## src/rtl/oled_pkg.sv

```systemverilog
// oled_pkg: shared panel geometry, field widths and encodings for the SSD1331 SPI capture.
package oled_pkg;
  localparam int OLED_WIDTH  = 96;
  localparam int OLED_HEIGHT = 64;
  localparam int OLED_NPIX   = OLED_WIDTH * OLED_HEIGHT;
  localparam int PIX_IDX_W   = 13;
  localparam int X_W         = 7;
  localparam int Y_W         = 6;
  localparam logic DC_CMD    = 1'b0;
  localparam logic DC_DATA   = 1'b1;
  typedef enum logic {ST_IDLE, ST_SHIFT} state_e;
endpackage

```

## src/rtl/oled_spi_sync.sv

```systemverilog
// oled_spi_sync: synchronizes the SPI lines and flags sclk rising edges, with all outputs aligned.
module oled_spi_sync #(
  parameter int STAGES = 2
) (
  input  logic clk,
  input  logic reset,
  input  logic cs,
  input  logic sdin,
  input  logic sclk,
  input  logic d_cn,
  input  logic resn,
  output logic cs_s,
  output logic sdin_s,
  output logic d_cn_s,
  output logic resn_s,
  output logic sclk_rise
);
  // bit order {resn, d_cn, sclk, sdin, cs}; reset value reads as an idle, unreset bus
  localparam logic [4:0] IDLE_V = 5'b10001;
  logic [STAGES-1:0][4:0] sync_q, sync_d;
  logic [4:0] out_q, out_d;
  logic rise_q, rise_d;
  always_comb begin
    sync_d = {sync_q[STAGES-2:0], resn, d_cn, sclk, sdin, cs};
    out_d  = sync_q[STAGES-1];
    rise_d = sync_q[STAGES-1][2] & ~out_q[2];
  end
  always_ff @(posedge clk) begin
    if (reset) begin
      sync_q <= {STAGES{IDLE_V}};
      out_q  <= IDLE_V;
      rise_q <= 1'b0;
    end else begin
      sync_q <= sync_d;
      out_q  <= out_d;
      rise_q <= rise_d;
    end
  end
  assign cs_s      = out_q[0];
  assign sdin_s    = out_q[1];
  assign d_cn_s    = out_q[3];
  assign resn_s    = out_q[4];
  assign sclk_rise = rise_q;
endmodule

```

## src/rtl/oled_spi_capture.sv

```systemverilog
// oled_spi_capture: rebuilds SSD1331 command bytes and indexed RGB565 pixels from the tapped SPI stream.
module oled_spi_capture
  import oled_pkg::*;
#(
  parameter int WIDTH       = OLED_WIDTH,
  parameter int HEIGHT      = OLED_HEIGHT,
  parameter int SYNC_STAGES = 2
) (
  input  logic                 clk,
  input  logic                 reset,
  input  logic                 cs,
  input  logic                 sdin,
  input  logic                 sclk,
  input  logic                 d_cn,
  input  logic                 resn,
  output logic                 cmd_valid,
  output logic [7:0]           cmd_byte,
  output logic                 pix_valid,
  output logic [15:0]          pix_data,
  output logic [PIX_IDX_W-1:0] pix_index,
  output logic [X_W-1:0]       pix_x,
  output logic [Y_W-1:0]       pix_y,
  output logic                 frame_done,
  output logic [7:0]           frame_count,
  output logic                 err_partial
);
  logic cs_s, sdin_s, d_cn_s, resn_s, sclk_rise;
  oled_spi_sync #(.STAGES(SYNC_STAGES)) u_sync (
    .clk(clk), .reset(reset), .cs(cs), .sdin(sdin), .sclk(sclk), .d_cn(d_cn), .resn(resn),
    .cs_s(cs_s), .sdin_s(sdin_s), .d_cn_s(d_cn_s), .resn_s(resn_s), .sclk_rise(sclk_rise)
  );
  state_e state_q, state_d;
  logic [6:0] shift_q, shift_d;
  logic [2:0] bit_cnt_q, bit_cnt_d;
  logic phase_q, phase_d;
  logic [7:0] hi_q, hi_d;
  logic [X_W-1:0] x_q, x_d, pix_x_q, pix_x_d;
  logic [Y_W-1:0] y_q, y_d, pix_y_q, pix_y_d;
  logic [PIX_IDX_W-1:0] idx_q, idx_d, pix_index_q, pix_index_d;
  logic cmd_valid_q, cmd_valid_d, pix_valid_q, pix_valid_d;
  logic frame_done_q, frame_done_d, err_partial_q, err_partial_d;
  logic [7:0] cmd_byte_q, cmd_byte_d, frame_count_q, frame_count_d;
  logic [15:0] pix_data_q, pix_data_d;
  logic [7:0] byte_v;
  logic last_x, last_y, last_px;
  always_comb begin
    state_d       = state_q;
    shift_d       = shift_q;
    bit_cnt_d     = bit_cnt_q;
    phase_d       = phase_q;
    hi_d          = hi_q;
    x_d           = x_q;
    y_d           = y_q;
    idx_d         = idx_q;
    cmd_valid_d   = 1'b0;
    cmd_byte_d    = cmd_byte_q;
    pix_valid_d   = 1'b0;
    pix_data_d    = pix_data_q;
    pix_index_d   = pix_index_q;
    pix_x_d       = pix_x_q;
    pix_y_d       = pix_y_q;
    frame_done_d  = 1'b0;
    frame_count_d = frame_count_q;
    err_partial_d = 1'b0;
    byte_v        = {shift_q, sdin_s};
    last_x        = x_q == X_W'(WIDTH - 1);
    last_y        = y_q == Y_W'(HEIGHT - 1);
    last_px       = idx_q == PIX_IDX_W'(WIDTH * HEIGHT - 1);
    if (state_q == ST_IDLE) begin
      state_d = cs_s ? ST_IDLE : ST_SHIFT;
    end else if (cs_s) begin
      state_d       = ST_IDLE;
      bit_cnt_d     = 3'd0;
      err_partial_d = bit_cnt_q != 3'd0;
    end else if (sclk_rise) begin
      shift_d   = byte_v[6:0];
      bit_cnt_d = bit_cnt_q + 3'd1;
      if (bit_cnt_q == 3'd7) begin
        if (d_cn_s == DC_CMD) begin
          // commands only precede a full-screen write, so restart the raster here
          cmd_valid_d = 1'b1;
          cmd_byte_d  = byte_v;
          phase_d     = 1'b0;
          x_d         = '0;
          y_d         = '0;
          idx_d       = '0;
        end else if (!phase_q) begin
          hi_d    = byte_v;
          phase_d = 1'b1;
        end else begin
          phase_d       = 1'b0;
          pix_valid_d   = 1'b1;
          pix_data_d    = {hi_q, byte_v};
          pix_index_d   = idx_q;
          pix_x_d       = x_q;
          pix_y_d       = y_q;
          frame_done_d  = last_px;
          frame_count_d = frame_count_q + (last_px ? 8'd1 : 8'd0);
          x_d           = last_x ? '0 : x_q + X_W'(1);
          y_d           = last_x ? (last_y ? '0 : y_q + Y_W'(1)) : y_q;
          idx_d         = last_px ? '0 : idx_q + PIX_IDX_W'(1);
        end
      end
    end
    if (!resn_s) begin
      state_d       = ST_IDLE;
      shift_d       = '0;
      bit_cnt_d     = '0;
      phase_d       = 1'b0;
      hi_d          = '0;
      x_d           = '0;
      y_d           = '0;
      idx_d         = '0;
      cmd_valid_d   = 1'b0;
      cmd_byte_d    = '0;
      pix_valid_d   = 1'b0;
      pix_data_d    = '0;
      pix_index_d   = '0;
      pix_x_d       = '0;
      pix_y_d       = '0;
      frame_done_d  = 1'b0;
      frame_count_d = frame_count_q;
      err_partial_d = 1'b0;
    end
  end
  always_ff @(posedge clk) begin
    if (reset) begin
      state_q       <= ST_IDLE;
      shift_q       <= '0;
      bit_cnt_q     <= '0;
      phase_q       <= 1'b0;
      hi_q          <= '0;
      x_q           <= '0;
      y_q           <= '0;
      idx_q         <= '0;
      cmd_valid_q   <= 1'b0;
      cmd_byte_q    <= '0;
      pix_valid_q   <= 1'b0;
      pix_data_q    <= '0;
      pix_index_q   <= '0;
      pix_x_q       <= '0;
      pix_y_q       <= '0;
      frame_done_q  <= 1'b0;
      frame_count_q <= '0;
      err_partial_q <= 1'b0;
    end else begin
      state_q       <= state_d;
      shift_q       <= shift_d;
      bit_cnt_q     <= bit_cnt_d;
      phase_q       <= phase_d;
      hi_q          <= hi_d;
      x_q           <= x_d;
      y_q           <= y_d;
      idx_q         <= idx_d;
      cmd_valid_q   <= cmd_valid_d;
      cmd_byte_q    <= cmd_byte_d;
      pix_valid_q   <= pix_valid_d;
      pix_data_q    <= pix_data_d;
      pix_index_q   <= pix_index_d;
      pix_x_q       <= pix_x_d;
      pix_y_q       <= pix_y_d;
      frame_done_q  <= frame_done_d;
      frame_count_q <= frame_count_d;
      err_partial_q <= err_partial_d;
    end
  end
  assign cmd_valid   = cmd_valid_q;
  assign cmd_byte    = cmd_byte_q;
  assign pix_valid   = pix_valid_q;
  assign pix_data    = pix_data_q;
  assign pix_index   = pix_index_q;
  assign pix_x       = pix_x_q;
  assign pix_y       = pix_y_q;
  assign frame_done  = frame_done_q;
  assign frame_count = frame_count_q;
  assign err_partial = err_partial_q;
endmodule

```

## config.mk

```make
export PLATFORM = sky130hd
export DESIGN_NAME = oled_spi_capture
export DESIGN_NICKNAME = d
export VERILOG_FILES = /design/src/rtl/oled_pkg.sv /design/src/rtl/oled_spi_sync.sv /design/src/rtl/oled_spi_capture.sv
export SDC_FILE = /design/constraint.sdc
export NUM_CORES = 1
export LEC_CHECK = 0
export CORE_ASPECT_RATIO = 0.8
export CORE_UTILIZATION = 35
export CTS_BUF_LIST = sky130_fd_sc_hd__clkbuf_8 sky130_fd_sc_hd__clkbuf_16
export DETAILED_ROUTE_END_ITERATION = 8
export SYNTH_ARGS = -nofsm -noshare
export SYNTH_HDL_FRONTEND = slang
export SYNTH_HIERARCHICAL = 1
export SYNTH_SLANG_ARGS = --single-unit
```

## constraint.sdc

```tcl
create_clock -name clk -period 2.1 [get_ports clk]
set_input_delay 0.525 -clock clk [delete_from_list [all_inputs] [get_ports clk]]
set_output_delay 0.525 -clock clk [all_outputs]
set_load 0.1 [all_outputs]
```

==> impl_metrics.toml <==
[status]
outcome = "completed"

[clock_tree]
cts_tree = "done"
clockBufferDepth = 2
cts_sinks = 124
cts_buffers = 17
h-tree-depth = 4
clkLatencyLatePin_ns = 0.41
cts_root_buf = "clkbuf_16"
path_clk_slew_ns = 0.06
hold_buffers = 0

[critical_path]
worst_ep_required_time_ns = 2.44
r2r-start = "idx_q[0]$_SDFFE_PP0P_"
path_buf_inv = 0
critPathArrivalTime_ns = 2.35
crit_family = "simple AND/OR/NAND/NOR gates"
crit_path_end_kind = "flip-flop"
endpoint = "frame_count[6]$_SDFFE_PP0P_"
cp_cell_sequence = "ha_2 > and3_4 > nand2_2 > nor3_4 > ha_4 > ha_4 > nand2_1 > or4_4 > a21oi_2"
cpPeakStageDelay_ns = 0.43
crit_start = "idx_q[0]$_SDFFE_PP0P_"
reg2reg_slack_ns = 0.09
start_kind = "flip-flop"
crit_fanout = 3
r2r_end = "frame_count[6]$_SDFFE_PP0P_"
slowest_stage = "or4_4"
reg2reg_depth = 9
critPathKind = "flip-flop to flip-flop"
worst_path_most_repeated_cell = "ha_4"
crit_cells = 9

[global_route]
grt-ovfl-total = 0
grt_start_max_net_pins = 53
grtUsageTotal_pct = 17.4
antenna_found_initial = 0
grt_pass1_vias = 3924
grt_pass1_wl_um = 19500

[power_and_ir_drop]
cellPowerDensity_nw_per_um2 = 849
p_leak_nw = 2.40
irDropWorstVdd_mv = 0.723

[floorplan]
io_pins = 69
fp.dieH_um = 107
initial_core_util_pct = 36.6
die-area_um2 = 14200
fp.dieW_um = 133
core_um2 = 13100
fp-row-count = 37

[cells_and_area]
area_growth_pct = 34.0
drive_gt1_share_pct = 21.8
finalNetCount = 675
fin_area_um2 = 6430
layout_common_cells = "nand2_1, dfxtp_1, buf_4, a21oi_1, o21ai_0"
finish.utilization_pct = 49.1
final_common_cell = "nand2_1"
antennaDiodeCount = 0
fin_cells = 848

[yosys]
synth_compound_area_share_pct = 16.2
synth_cell_type_count = 50
yosys.area_share.simple_pct = 24.8
ys_ff_latch = 124
synthAdderAreaFrac_pct = 2.08
synth_top_family_by_area = "simple AND/OR/NAND/NOR gates"
ys_seq_area_share_pct = 51.7
synthesis.area_um2 = 4800
syn_nets = 584
muxShareOfSynthArea_pct = 0.208
syn_inst = 569
yosys_warnings = 6
synth_xor_area_share_pct = 1.46
avgSynthCellArea_um2 = 8.44

[timing]
tightest_slew_ns = 0.570
worst_clock_skew_ns = 0.00820
setup_violations = 0
finalMaxSlewViolations = 0
setup_ws_ns = 0.0911
min_period_ns = 2.01
final.period_utilization_pct = 95.7
finalSetupTns_ns = 0
fmax_mhz = 498
max-slew-margin-rel_pct = 61.8
finalHoldViolations = 0

[place]
place_inst = 815
dp_slack_ns = -0.0973
io_buffers = 68
postPlaceCellArea_um2 = 5750
dpl.hpwl_um = 8180
gp_congestion = 0.832

[drt]
wl_um = 11800
wl_per_cell_um = 13.9
drt_drc_violations_left = 0
vias_per_cell = 5.07
antenna_left = 0
initialDrtViolationCount = 368
firstDrtPassIters = 4
vias = 4303

[worst_hold_path]
min_path_type = "flip-flop to flip-flop"

[run]
cap_violations = 0
-- per-layer routing --
metal	routed length (um)	GRT usage (%)	up-vias
met5	0	0	-
li1	-	-	2154
met4	162	7.31	0
met2	4990	24.6	106
met1	6100	24.9	2029
met3	557	4.40	14
-- layout make-up --
cell class	instances	area, um^2
clock inverter	12	145
inverter	6	22.5
sequential	124	2490
fill	1226	6670
clock buffer	20	467
tap	175	219
multi-input combinational	406	2220
timing repair buffer	105	873
-- per-stage QoR --
step | power (W) | hold slack (ns)
global route | 0.00564 | 0.422
finish | 0.00546 | 0.405
floorplan | 0.00247 | 0.373
CTS | 0.00551 | 0.410
global placement | 0.00251 | 0.380
detailed placement | 0.00252 | 0.395
-- flip-flops by register name, summed over array words and instances (netlist names), 3 cells and up --
name and count:
pix_y 6, u_sync/out_d 5, pix_x 7, u_sync/out_q 5
pix_index 13, y_q 6, frame_count 8, bit_cnt_q 3
pix_data 16, idx_q 13, hi_q 8, u_sync/sync_d 5
shift_q 7, cmd_byte 8, x_q 7
-- Yosys cell counts, drive strengths merged --
cell type,n,area share (%)
and3b,2,0.36
a311oi,1,0.18
o211ai,2,0.31
nor3b,1,0.16
nand4b,2,0.50
or3,5,0.65
nand2b,3,0.39
and4b,1,0.21
xor2,5,0.91
and4,3,0.55
nor3,7,0.73
and3,4,0.52
nand3,18,2.1
nor2b,7,0.91
o31ai,6,0.94
nand4,11,1.4
o41a,1,0.23
nand3b,4,0.63
a22o,1,0.18
or4,4,0.63
a2bb2oi,1,0.18
a22oi,3,0.47
ha,8,2.1
inv,6,0.47
o32ai,2,0.36
a2111oi,2,0.36
a21boi,1,0.16
a41oi,2,0.36
nor4b,1,0.18
and2b,6,0.94
mux2i,1,0.21
nand2,139,11
xnor2,3,0.55
nor4,2,0.26
clkbuf,23,1.8
o21ai,32,3.3
o211a,1,0.21
buf,10,1.2
nor2,19,1.5
and2,3,0.39
dfxtp,124,52
a31oi,2,0.26
or2,7,0.91
a21oi,83,8.7
-- power breakdown --
part | switching [W] | leakage, nW | internal (W)
Sequential | 0.00000758 | 1.00 | 0.00237
Combinational | 0.0000567 | 1.09 | 0.0000370
Clock | 0.00104 | 0.305 | 0.00195
-- timing repair --
item | in CTS | in global routing
gates resized for setup | 4 | 9
hold endpoints to repair | 0 | 0
setup buffers | 0 | 1
setup endpoints to repair | 4 | 50
pin swaps | 2 | 3
-- cells by family (layout without fill, tap and decap cells) --
kind of cell               count (synthesis)  count (layout)
buffers and inverters                     39             143
adders and majority gates                  8               8
xor gates and xnor gates                   8               8
DFF                                      124             124
AOI/OAI and AO/OA                        140             140
muxes                                      1               1
and+or+nand+nor                          249             249
-- how the worst min path moves through the flow --
stage | depth (start not counted) | slack (ns) | to | from
2_1_floorplan | 1 | 0.37 | u_sync/sclk_rise$_SDFF_PP0_ | u_sync/out_q[2]$_SDFF_PP0_
3_3_place_gp | 1 | 0.38 | u_sync/sclk_rise$_SDFF_PP0_ | u_sync/out_q[2]$_SDFF_PP0_
3_5_place_dp | 1 | 0.40 | u_sync/out_q[0]$_SDFF_PP1_ | u_sync/out_d[0]$_SDFF_PP1_
4_1_cts | 1 | 0.41 | u_sync/out_q[0]$_SDFF_PP1_ | u_sync/out_d[0]$_SDFF_PP1_
5_1_grt | 1 | 0.42 | u_sync/out_q[0]$_SDFF_PP1_ | u_sync/out_d[0]$_SDFF_PP1_
6_report | 1 | 0.40 | u_sync/out_d[0]$_SDFF_PP1_ | u_sync/sync_d[5]$_SDFF_PP1_
Note: power is estimated with default switching activity, not from simulation.
